===== src/rtl/reg_scoreboard.sv =====
// Destination-register scoreboard: per-register outstanding-write counters, RAW stall and busy count.
// Optional macro REG_SCOREBOARD_BYPASS_EN lets a same-cycle final write-back release the stall.
module reg_scoreboard #(
  parameter int CNT_W = 2
) (
  input  logic       clk,
  input  logic       rst_n,
  input  logic       iss_valid,
  input  logic [4:0] iss_rd,
  output logic       iss_ready,
  input  logic       wb_valid,
  input  logic [4:0] wb_rd,
  input  logic [4:0] rs,
  input  logic [4:0] rt,
  output logic       stall,
  output logic [5:0] busy_cnt,
  output logic       underflow
);

  localparam logic [CNT_W-1:0] CNT_MAX = '1;
  localparam logic [CNT_W-1:0] CNT_ONE = {{(CNT_W-1){1'b0}}, 1'b1};

  logic [CNT_W-1:0] cnt     [32];
  logic [CNT_W-1:0] cnt_nxt [32];
  logic [31:0]      busy_vec;
  logic [5:0]       busy_nxt;
  logic             underflow_nxt;
  logic             iss_fire;
  logic             wb_fire;

  // A same-register retire frees a slot in the same cycle, so a saturated counter may still accept.
  assign iss_ready = (cnt[iss_rd] != CNT_MAX) || (wb_valid && (wb_rd == iss_rd)) || (iss_rd == 5'd0);
  assign iss_fire  = iss_valid && iss_ready && (iss_rd != 5'd0);
  assign wb_fire   = wb_valid && (wb_rd != 5'd0);

  always_comb begin
    // NOTE: every output of this block gets a default first, so no path leaves a latch behind.
    cnt_nxt       = cnt;
    underflow_nxt = 1'b0;
    busy_nxt      = '0;
    for (int r = 1; r < 32; r++) begin
      if (iss_fire && (iss_rd == 5'(r)) && !(wb_fire && (wb_rd == 5'(r)))) begin
        cnt_nxt[r] = cnt[r] + CNT_ONE;
      end else if (wb_fire && (wb_rd == 5'(r)) && !(iss_fire && (iss_rd == 5'(r)))) begin
        if (cnt[r] == '0) underflow_nxt = 1'b1;
        else              cnt_nxt[r]    = cnt[r] - CNT_ONE;
      end
      if (cnt_nxt[r] != '0) busy_nxt = busy_nxt + 6'd1;
    end
    cnt_nxt[0] = '0;
  end

  always_comb begin
    busy_vec = '0;
    for (int r = 1; r < 32; r++) begin
`ifdef REG_SCOREBOARD_BYPASS_EN
      // The last outstanding write is being forwarded from write-back right now.
      busy_vec[r] = (cnt[r] != '0) && !(wb_valid && (wb_rd == 5'(r)) && (cnt[r] == CNT_ONE));
`else
      busy_vec[r] = (cnt[r] != '0);
`endif
    end
  end

  assign stall = busy_vec[rs] | busy_vec[rt];

  always_ff @(posedge clk) begin
    if (!rst_n) begin
      // NOTE: the counters are individual flops rather than a RAM, so they can and must take reset.
      cnt       <= '{default: '0};
      busy_cnt  <= '0;
      underflow <= 1'b0;
    end else begin
      // NOTE: non-blocking assignments for all state, so every flop samples pre-edge values.
      cnt       <= cnt_nxt;
      busy_cnt  <= busy_nxt;
      underflow <= underflow | underflow_nxt;
    end
  end

endmodule

===== config.mk =====
export PLATFORM = sky130hd
export DESIGN_NAME = reg_scoreboard
export DESIGN_NICKNAME = d
export VERILOG_FILES = /design/src/rtl/reg_scoreboard.sv
export SDC_FILE = /design/constraint.sdc
export NUM_CORES = 1
export LEC_CHECK = 0
export BUFFER_PORTS_ARGS = -buffer_cell sky130_fd_sc_hd__buf_2
export CAP_MARGIN = 10
export CORE_ASPECT_RATIO = 0.6
export CORE_MARGIN = 1
export CORE_UTILIZATION = 28
export CTS_BUF_LIST = sky130_fd_sc_hd__clkbuf_8
export DETAILED_ROUTE_END_ITERATION = 10
export MAX_ROUTING_LAYER = met4
export PLACE_DENSITY_LB_ADDON = 0.1
export SLEW_MARGIN = 20
export SYNTH_ARGS = -nofsm -noshare
export SYNTH_HDL_FRONTEND = slang
export SYNTH_SLANG_ARGS = --single-unit

===== constraint.sdc =====
create_clock -name clk -period 57 [get_ports clk]
set_input_delay 2.85 -clock clk [delete_from_list [all_inputs] [get_ports clk]]
set_output_delay 2.85 -clock clk [all_outputs]
set_load 0.01 [all_outputs]

==> impl_metrics.csv, run 1 <==
group,metric,value,unit
worst_setup_path,cp_max_fo,24,
min_path,holdCritStartpoint,"cnt[0]$_SDFF_PN0_",
worst_setup_path,setup.worst_path.end_class,"flip-flop",
global_route,antenna_found_initial,0,
pwr,p_leak,4.60,nW
synthesis,ys.warnings.count,0,
die,num_rows,55,
final_layout,finalNetCount,1530,
worst_setup_path,start_kind,"input pin",
global_route,grt_pass1_vias,9271,
route,routed_via_density,5.35,
route,ant_nets,0,
route,drtIter0Drc,993,
final_layout,drive_above_1_share,11.9,%
die,die_width,257,um
cts,cts_max_level,3,
worst_setup_path,reg2reg_depth,99,
sta,finalCriticalPeriod,24.04,ns
sta,period_share,42.2,%
global_route,use_met2,23.4,%
final_layout,final_util,31.1,%
final_layout,ff_latch_area,1380,um2
cts,cts_made_buffers,9,
sta,rsz0062_at_grt,"false",
global_route,grt_max_degree,55,
worst_setup_path,path_common_cell,"ha_1",
die,start_util,28.7,%
route,drc,0,
cts,postCtsSetupBuffers,0,
global_route,grt_pass1_wl,58400,um
worst_setup_path,max_stage_delay,0.62,ns
final_layout,multi_input_area,8900,um2
cts,clock-sinks,69,
sta,hold_violations,0,
die,dieArea,39700,um2
global_route,overflow,0,
cts,clock_latency,0.42,ns
final_layout,nFillCells,4057,
worst_setup_path,cp.required,57.32,ns
route,first_pass_iters,6,
place,place_area,11600,um2
synthesis,synth_seq_cells,69,
synthesis,syn-num-nets,1520,
cts,clockRootBuffer,"clkbuf_8",
die,die_h,155,um
route,num_vias,10200,
synthesis,synthDistinctLibCells,109,
sta,tns,0,ns
min_path,min_to,"cnt[0]$_SDFF_PN0_",
final_layout,area_growth,8.34,%
route,wl_per_cell,20.3,um
worst_setup_path,cp_slowest_cell,"or2_1",
synthesis,async_flop_share,0,%
cts,cts_hold_buf,0,
sta,finalSetupViolCount,0,
run_status,outcome,"finished, final reports clean",
cts,cts.reportedPaths.clkPinSlew,0.09,ns
cts,cts_tree,"yes",
global_route,grt_use_total,20.1,%
route,wl,38600,um
place,hpwl,31800,um
sta,relSlewSlack,35.4,%
sta,hold_ws,0.508,ns
worst_setup_path,r2r_slack,35.80,ns
pwr,ir_drop,0.0128,mV
cts,clock_path_buffers,2,
pwr,powerDensity,25.5,nW/um2
global_route,grt_util_met3,5.39,%
synthesis,postSynthCellCount,1373,
global_route,grtUsageMet1,32.7,%
sta,finalClockSkew,0.0122,ns
synthesis,synthFlopType,"dfxtp_1",
die,io_pins,33,
min_path,hp-class,"flip-flop to flip-flop",
job,maxCapViolations,0,
sta,fmax,0.0416,GHz
die,core-area,38000,um2
pwr,power,0.301,mW
synthesis,syn-mean-instance-area,7.93,um2
synthesis,synth_edf_count,0,
worst_setup_path,crit_type,"input pin to flip-flop",
cts,cts_repair_resize_count,0,
min_path,worstHoldPathCells,2,
place,port_buffers,32,
worst_setup_path,critPathArrivalTime,24.36,ns
synthesis,syn-cell-area,10900,um2
synthesis,yosysSeqAreaShare,12.7,%
sta,slew_violations,0,
sta,max_slew.worst_pin.slew,0.961,ns
place,gp_congestion,0.917,
worst_setup_path,rr_endpoint,"busy_cnt[5]$_SDFF_PN0_",
final_layout,antennaDiodeCount,0,
worst_setup_path,reg2reg_from,"cnt[44]$_SDFF_PN0_",
global_route,top_usage_layer,"met1",
final_layout,design_area,11800,um2
## flip-flops by register name, indices dropped and copies added, names as in the netlist
signal and cells:
cnt 62, busy_cnt 6, underflow 1
## logic make-up after synthesis
kind of cell	synth area share [%]
AO/OA/AOI/OAI	21.5
XOR/XNOR	14.6
adder cells (fa/ha/maj)	14.2
buffers and inverters	5.66
flip-flops	12.7
multiplexers	7.01
AND/OR/NAND/NOR	24.3
## worst max-delay path, delay by kind of cell
kind / cells / cell delay [ns]
adders and majority gates: 27 / 7.97
and+or+nand+nor: 24 / 4.05
xor gates and xnor gates: 3 / 0.53
AOI/OAI and AO/OA: 31 / 6.15
muxes: 8 / 1.89
buffers and inverters: 7 / 0.88
## per-layer routing
| layer | vias up | part of all wire, % |
|---|---|---|
| li1 | 4977 | - |
| met1 | 4816 | 58 |
| met2 | 340 | 34 |
| met3 | 31 | 7.8 |
| met4 | 0 | 0.86 |
| met5 | - | 0 |
## power breakdown
| group | switching [mW] | internal, mW |
|---|---|---|
| Sequential | 0.00137 | 0.0500 |
| Combinational | 0.121 | 0.0829 |
| Clock | 0.0248 | 0.0217 |
| Total | 0.147 | 0.155 |
## through the flow
stage                     cells  setup WS, ns
after floorplan            1373         35.75
after global placement     1885         33.52
after detailed placement   1885         32.79
after CTS                  1901         33.17
after global routing       1901         31.29
final                      1901         32.96
## worst max-delay path by stage
stage                          from                      to  slack, ns  depth (start not counted)
final                     iss_rd[1]  busy_cnt[5]$_SDFF_PN0_      32.96                        100
after global routing      iss_rd[1]  busy_cnt[5]$_SDFF_PN0_      31.29                        101
after global placement    iss_rd[1]  busy_cnt[5]$_SDFF_PN0_      33.52                        100
after floorplan           iss_rd[0]  busy_cnt[5]$_SDFF_PN0_      35.75                        101
after detailed placement  iss_rd[0]  busy_cnt[5]$_SDFF_PN0_      32.79                        100
after CTS                 iss_rd[1]  busy_cnt[5]$_SDFF_PN0_      33.17                        100
## cells in the final DEF (no fill, tap or decap), types with 8 or more instances in the layout
cell / synthesis / layout
nor4_1: 10 / 9
nor2_1: 115 / 115
xnor2_1: 62 / 62
a31oi_1: 15 / 15
mux2_2: 10 / 10
and2_1: 27 / 27
nand3_1: 38 / 38
nor3_1: 35 / 35
xnor2_2: 9 / 9
inv_1: 104 / 104
nand2b_1: 22 / 22
xor2_1: 36 / 36
o22ai_1: 11 / 11
o221ai_1: 12 / 12
and3_1: 10 / 10
o211ai_1: 14 / 14
a211oi_1: 23 / 23
clkbuf_8: 0 / 10
nand2_1: 168 / 168
or2_2: 8 / 8
dfxtp_1: 69 / 69
mux4_2: 20 / 20
mux2i_1: 20 / 20
nand3b_1: 11 / 11
buf_2: 12 / 32
or3_1: 22 / 22
a21oi_1: 50 / 50
a22o_1: 10 / 10
ha_1: 123 / 123
buf_4: 3 / 13
nor2b_1: 12 / 12
nand4_1: 13 / 13
o21ai_0: 37 / 37
a22oi_1: 21 / 21
## layout make-up
| type | instances | area share (%) |
|---|---|---|
| clock buffer | 10 | 1.17 |
| clock inverter | 6 | 0.604 |
| tap | 513 | 5.44 |
| inverter | 108 | 3.48 |
| multi-input combinational | 1150 | 75.4 |
| sequential | 69 | 11.7 |
| timing repair buffer | 45 | 2.18 |
## Yosys cell counts (13+ instances only)
library cell / n / area (um2)
a211oi_1: 23 / 173
a21oi_1: 50 / 250
a22oi_1: 21 / 158
a31oi_1: 15 / 93.8
and2_1: 27 / 169
clkbuf_1: 29 / 109
dfxtp_1: 69 / 1380
ha_1: 123 / 1540
inv_1: 104 / 390
mux2i_1: 20 / 200
mux4_2: 20 / 450
nand2_1: 168 / 631
nand2b_1: 22 / 138
nand3_1: 38 / 190
nand4_1: 13 / 81.3
nor2_1: 115 / 432
nor3_1: 35 / 175
o211ai_1: 14 / 105
o21ai_0: 37 / 185
or3_1: 22 / 138
xnor2_1: 62 / 543
xor2_1: 36 / 315
(Power assumes the default switching activity.)
==> inputs of run 2 (changes only) <==
clock period = 22.4 ns   (was 57 ns; I/O delays follow)
==> impl_metrics.csv, run 2 (synthesis results as in run 1) <==
group,metric,value,unit
die,io_pins,33,
place,place_area,11600,um2
final_layout,finalNetCount,1540,
sta,finalCriticalPeriod,20.77,ns
place,hpwl,31800,um
global_route,overflow,0,
die,die_width,257,um
sta,hold_violations,0,
worst_setup_path,max_stage_delay,0.59,ns
route,num_vias,10100,
worst_setup_path,setup.worst_path.end_class,"flip-flop",
final_layout,reg.largest.list,"cnt: 62 flops, busy_cnt: 6 flops, underflow: 1 flops",
die,die_h,155,um
cts,cts_tree,"yes",
route,wl_per_cell,20.2,um
worst_setup_path,critical_path_buf_inv_count,7,
place,pre_cts_ws,0.264,ns
worst_setup_path,cp.required,22.69,ns
cts,cts_made_buffers,9,
worst_setup_path,cp_max_fo,20,
worst_setup_path,path_common_cell,"ha_1",
cts,clock-sinks,69,
global_route,grt_max_degree,55,
final_layout,design_area,12000,um2
place,gp_congestion,0.915,
final_layout,nFillCells,4109,
cts,clock_latency,0.39,ns
die,start_util,28.7,%
global_route,grt_pass1_wl,59600,um
place,port_buffers,32,
worst_setup_path,cp_slowest_cell,"mux4_2",
final_layout,most-common-layout-cells,"nand2_1 (168), ha_1 (123), nor2_1 (114)",
die,core-area,38000,um2
route,ant_nets,0,
cts,cts_hold_buf,0,
final_layout,antennaDiodeCount,0,
sta,fin_ws,1.63,ns
final_layout,final_util,31.5,%
job,maxCapViolations,0,
pwr,ir_drop,0.0327,mV
sta,max_slew.worst_pin.slew,1.08,ns
final_layout,largest_register_ffs,62,
final_layout,area_growth,9.85,%
cts,clock_path_buffers,2,
cts,cts.reportedPaths.clkPinSlew,0.09,ns
sta,period_share,92.7,%
die,num_rows,55,
route,first_pass_iters,5,
route,drc,0,
global_route,grt_use_total,20.3,%
sta,slew_violations,0,
cts,cts_max_level,3,
final_layout,drive_above_1_share,13.2,%
worst_setup_path,cp_top_family,"adder cells",
sta,finalClockSkew,0.00901,ns
sta,relSlewSlack,27.0,%
run_status,outcome,"finished, final reports clean",
worst_setup_path,start_kind,"input pin",
global_route,antenna_found_initial,0,
sta,finalSetupViolCount,0,
sta,rsz0062_at_grt,"false",
pwr,powerDensity,65.9,nW/um2
worst_setup_path,crit_type,"input pin to flip-flop",
worst_setup_path,critPathArrivalTime,21.07,ns
global_route,grt_pass1_vias,9468,
pwr,p_leak,4.67,nW
final_layout,regMostFlops,"cnt",
die,dieArea,39700,um2
route,routed_via_density,5.31,
final_layout,layout_commonest_cell,"nand2_1",
route,wl,38500,um
min_path,hp-class,"flip-flop to flip-flop",
worst_setup_path,r2r_slack,2.26,ns
sta,fmax,0.0481,GHz
route,drtIter0Drc,1008,
sta,tns,0,ns
cts,clockRootBuffer,"clkbuf_8",
-- run 2: changes by cell type in the layout (fill, tap and decap cells not counted), sizes merged --
cell	previous run	this run
bufinv	1	3
clkinvlp	2	1
buf	45	54
-- run 2: worst paths after layout --
check                                         endpoint               start  cells past startpoint
worst max register to register  busy_cnt[5]$_SDFF_PN0_  cnt[23]$_SDFF_PN0_                    100
worst min register to register       cnt[0]$_SDFF_PN0_   cnt[0]$_SDFF_PN0_                      2
worst min-delay path                 cnt[0]$_SDFF_PN0_   cnt[0]$_SDFF_PN0_                      2
worst max-delay path            busy_cnt[5]$_SDFF_PN0_           iss_rd[0]                    100
-- run 2: power breakdown --
group | total [mW] | internal [mW] | switching [mW]
clock network | 0.135 | 0.0736 | 0.0614
registers | 0.131 | 0.127 | 0.00352
logic | 0.523 | 0.214 | 0.309
-- run 2: layer usage --
layer  GRT usage [%]  wire length [um]  up-vias
met4            1.73               138        0
li1                -                 -     5008
met3            5.47              3230       14
met5               -                 0        -
met1            32.7             21800     4795
met2            24.3             13400      331
-- run 2: per-stage QoR --
stage          hold WS (ns)  cells  power (mW)
2_1_floorplan         0.472   1373       0.538
3_3_place_gp          0.513   1893       0.648
3_5_place_dp          0.510   1893       0.644
4_1_cts               0.524   1909       0.787
5_1_grt               0.537   1911       0.869
6_report              0.524   1911       0.789
-- run 2: worst register-to-register path, delay by kind of cell, from the launching register on --
kind	cells	cell delay, ns
AO/OA/AOI/OAI	30	5.51
buffers and inverters	6	0.41
adder cells (fa/ha/maj)	27	7.83
XOR/XNOR	3	0.45
multiplexers	9	2.38
flip-flops	1	0.42
AND/OR/NAND/NOR	25	3.06
-- run 2: final cells by class --
class	count	area (um2)	area share [%]
clock inverters	7	115	0.962
well taps	513	642	5.36
multi-input cells	1150	8960	74.8
flip-flops and latches	69	1380	11.5
repair buffers	55	338	2.82
inverters	108	410	3.43
clock buffers	9	124	1.04
-- run 2: timing repair --
action | 4_1_cts | 5_1_grt
setup endpoints to repair | 0 | 5
setup buffers | 0 | 2
resized for setup | 0 | 17
==> inputs of run 3 (changes only) <==
ABC_AREA = 1   (was unset)
CTS_BUF_LIST = unset   (was sky130_fd_sc_hd__clkbuf_8)
==> impl_metrics.csv, run 3 <==
group,metric,value,unit
die,core-area,39500,um2
worst_setup_path,critPathArrivalTime,18.21,ns
cts,cts.reportedPaths.clkPinSlew,0.06,ns
sta,slew_violations,0,
die,die_h,158,um
worst_setup_path,cp.required,22.66,ns
worst_setup_path,crit_start,"iss_rd[0]",
final_layout,design_area,12400,um2
place,dp.cells,2508,
run_status,outcome,"finished, final reports clean",
die,io_pins,33,
cts,clock_latency,0.37,ns
sta,period_share,80.1,%
cts,cts_made_buffers,9,
synthesis,async_flop_share,0,%
cts,clock-sinks,69,
place,gp_congestion,0.942,
synthesis,synthFlopType,"dfxtp_1",
final_layout,layout_commonest_cell,"nand2_1",
worst_setup_path,cp_top_family,"adder cells",
route,drc,0,
sta,finalSetupViolCount,0,
synthesis,yosysTopAreaCellShare,18.7,%
synthesis,syn-mean-instance-area,5.75,um2
pwr,powerDensity,41.0,nW/um2
sta,tns,0,ns
pwr,clock_power_share,34.4,%
global_route,antenna_found_initial,0,
synthesis,syn-cell-area,11400,um2
sta,relSlewSlack,47.2,%
pwr,seq_power_share,25.3,%
final_layout,reg.largest.list,"cnt: 62 flops, busy_cnt: 6 flops, underflow: 1 flops",
pwr,p_leak,6.71,nW
cts,cts_hold_buf,0,
place,place_area,12000,um2
cts,postCtsSetupBuffers,0,
final_layout,drive_above_1_share,13.6,%
pwr,power,0.509,mW
sta,finalClockSkew,0.00904,ns
synthesis,ys.warnings.count,0,
route,num_vias,11700,
cts,cts_max_level,3,
worst_setup_path,critical_path_buf_inv_count,13,
final_layout,antennaDiodeCount,0,
job,maxCapViolations,0,
pwr,ir_drop,0.0357,mV
final_layout,area_growth,9.03,%
worst_setup_path,rr_endpoint,"busy_cnt[4]$_SDFF_PN0_",
worst_setup_path,start_kind,"input pin",
pwr,combPwrFrac,40.3,%
synthesis,postSynthCellCount,1976,
global_route,overflow,0,
sta,hold_violations,0,
final_layout,fin_cells,2524,
worst_setup_path,cp_slowest_cell,"buf_4",
worst_setup_path,setup.worst_path.end_class,"flip-flop",
sta,max_slew.worst_pin.slew,0.792,ns
cts,clock_path_buffers,2,
worst_setup_path,max_stage_delay,0.44,ns
worst_setup_path,cp_max_fo,40,
final_layout,finalNetCount,2144,
pwr,switching_share,40.3,%
die,start_util,28.8,%
worst_setup_path,r2r_slack,5.64,ns
synthesis,yosysSeqAreaShare,12.2,%
worst_setup_path,crit_cells,117,
synthesis,synthDistinctLibCells,51,
route,drtIter0Drc,856,
die,dieArea,41400,um2
die,die_width,262,um
route,first_pass_iters,5,
sta,finalCriticalPeriod,17.95,ns
cts,cts_repair_resize_count,0,
place,hpwl,30900,um
sta,rsz0062_at_grt,"false",
worst_setup_path,reg2reg_depth,113,
synthesis,synthTopCellsByArea,"nand2_1 (19%), ha_1 (14%), dfxtp_1 (12%), inv_1 (11%), nand3_1 (8.0%)",
synthesis,synth_top_area_cell,"nand2_1",
synthesis,yosysMostFrequentCell,"nand2_1",
synthesis,synth_seq_cells,69,
sta,fmax,0.0557,GHz
route,wl_per_cell,14.5,um
worst_setup_path,crit_path_end,"busy_cnt[4]$_SDFF_PN0_",
worst_setup_path,path_common_cell,"nand2_1",
final_layout,largest_register_ffs,62,
pwr,intPower,0.304,mW
route,ant_nets,0,
die,num_rows,56,
worst_setup_path,crit_type,"input pin to flip-flop",
place,port_buffers,32,
global_route,grt_pass1_vias,10600,
synthesis,synth_edf_count,0,
cts,clockRootBuffer,"clkbuf_16",
cts,cts_tree,"yes",
min_path,hp-class,"flip-flop to flip-flop",
global_route,grt_max_degree,65,
worst_setup_path,reg2reg_from,"cnt[35]$_SDFF_PN0_",
route,routed_via_density,4.62,
pwr,p_sw,0.205,mW
route,wl,36600,um
final_layout,most-common-layout-cells,"nand2_1 (566), inv_1 (331), nor2_1 (233)",
global_route,grt_pass1_wl,58400,um
global_route,grt_use_total,18.8,%
synthesis,synthTopCellsByCount,"nand2_1 (566), inv_1 (331), nor2_1 (233)",
synthesis,syn-num-nets,2123,
final_layout,regMostFlops,"cnt",
==> run 3: power by group through the flow <==
stage / combinational, mW / sequential [mW] / clock, mW
floorplan: 0.157 / 0.132 / 0
global placement: 0.202 / 0.131 / 0
detailed placement: 0.205 / 0.131 / 0
CTS: 0.207 / 0.128 / 0.181
global route: 0.239 / 0.129 / 0.187
finish: 0.205 / 0.129 / 0.175
==> run 3: per-stage QoR <==
step                      setup WS [ns]  hold slack [ns]  util (%)
after global placement             4.38            0.456      30.5
after global routing               2.93            0.497      31.4
after detailed placement           4.11            0.464      30.5
after CTS                          4.43            0.474      31.4
after floorplan                    6.51            0.490         -
final                              4.45            0.467      31.4
==> run 3: cells by family after synthesis <==
group	after synthesis	synth area share [%]
AO/OA/AOI/OAI	200	11.1
XOR/XNOR	2	0.154
adder cells (fa/ha/maj)	123	13.5
buffers and inverters	374	13.0
flip-flops	69	12.2
multiplexers	2	0.198
AND/OR/NAND/NOR	1206	49.9
==> run 3: per-layer routing <==
layer | up-vias | share of wire, % | track usage (%)
met5 | - | 0 | -
li1 | 6293 | - | -
met4 | 0 | 0.69 | 2.81
met2 | 192 | 34 | 22.9
met1 | 5166 | 59 | 29.7
met3 | 18 | 6.2 | 4.58
==> run 3: layout make-up <==
cell class	count	area [um2]
flip-flops and latches	69	1380
fillers	4441	27100
clock buffers	10	239
clock inverters	6	110
inverters	348	1310
well taps	522	653
multi-input cells	1533	8510
repair buffers	36	190
==> run 3: how the worst min path moves through the flow <==
stage	slack [ns]	depth (start not counted)	from	end
floorplan	0.49	2	underflow$_SDFF_PN0_	underflow$_SDFF_PN0_
global placement	0.46	2	underflow$_SDFF_PN0_	underflow$_SDFF_PN0_
detailed placement	0.46	2	underflow$_SDFF_PN0_	underflow$_SDFF_PN0_
CTS	0.47	2	underflow$_SDFF_PN0_	underflow$_SDFF_PN0_
global route	0.50	2	underflow$_SDFF_PN0_	underflow$_SDFF_PN0_
finish	0.47	2	underflow$_SDFF_PN0_	underflow$_SDFF_PN0_
==> run 3: worst register-to-register path, delay by kind of cell, from the launching register on <==
kind | cells | cell delay [ns]
flops | 1 | 0.38
simple gates | 65 | 5.89
compound gates | 9 | 1.88
fa+ha+maj | 29 | 7.93
buf+inv | 10 | 0.58
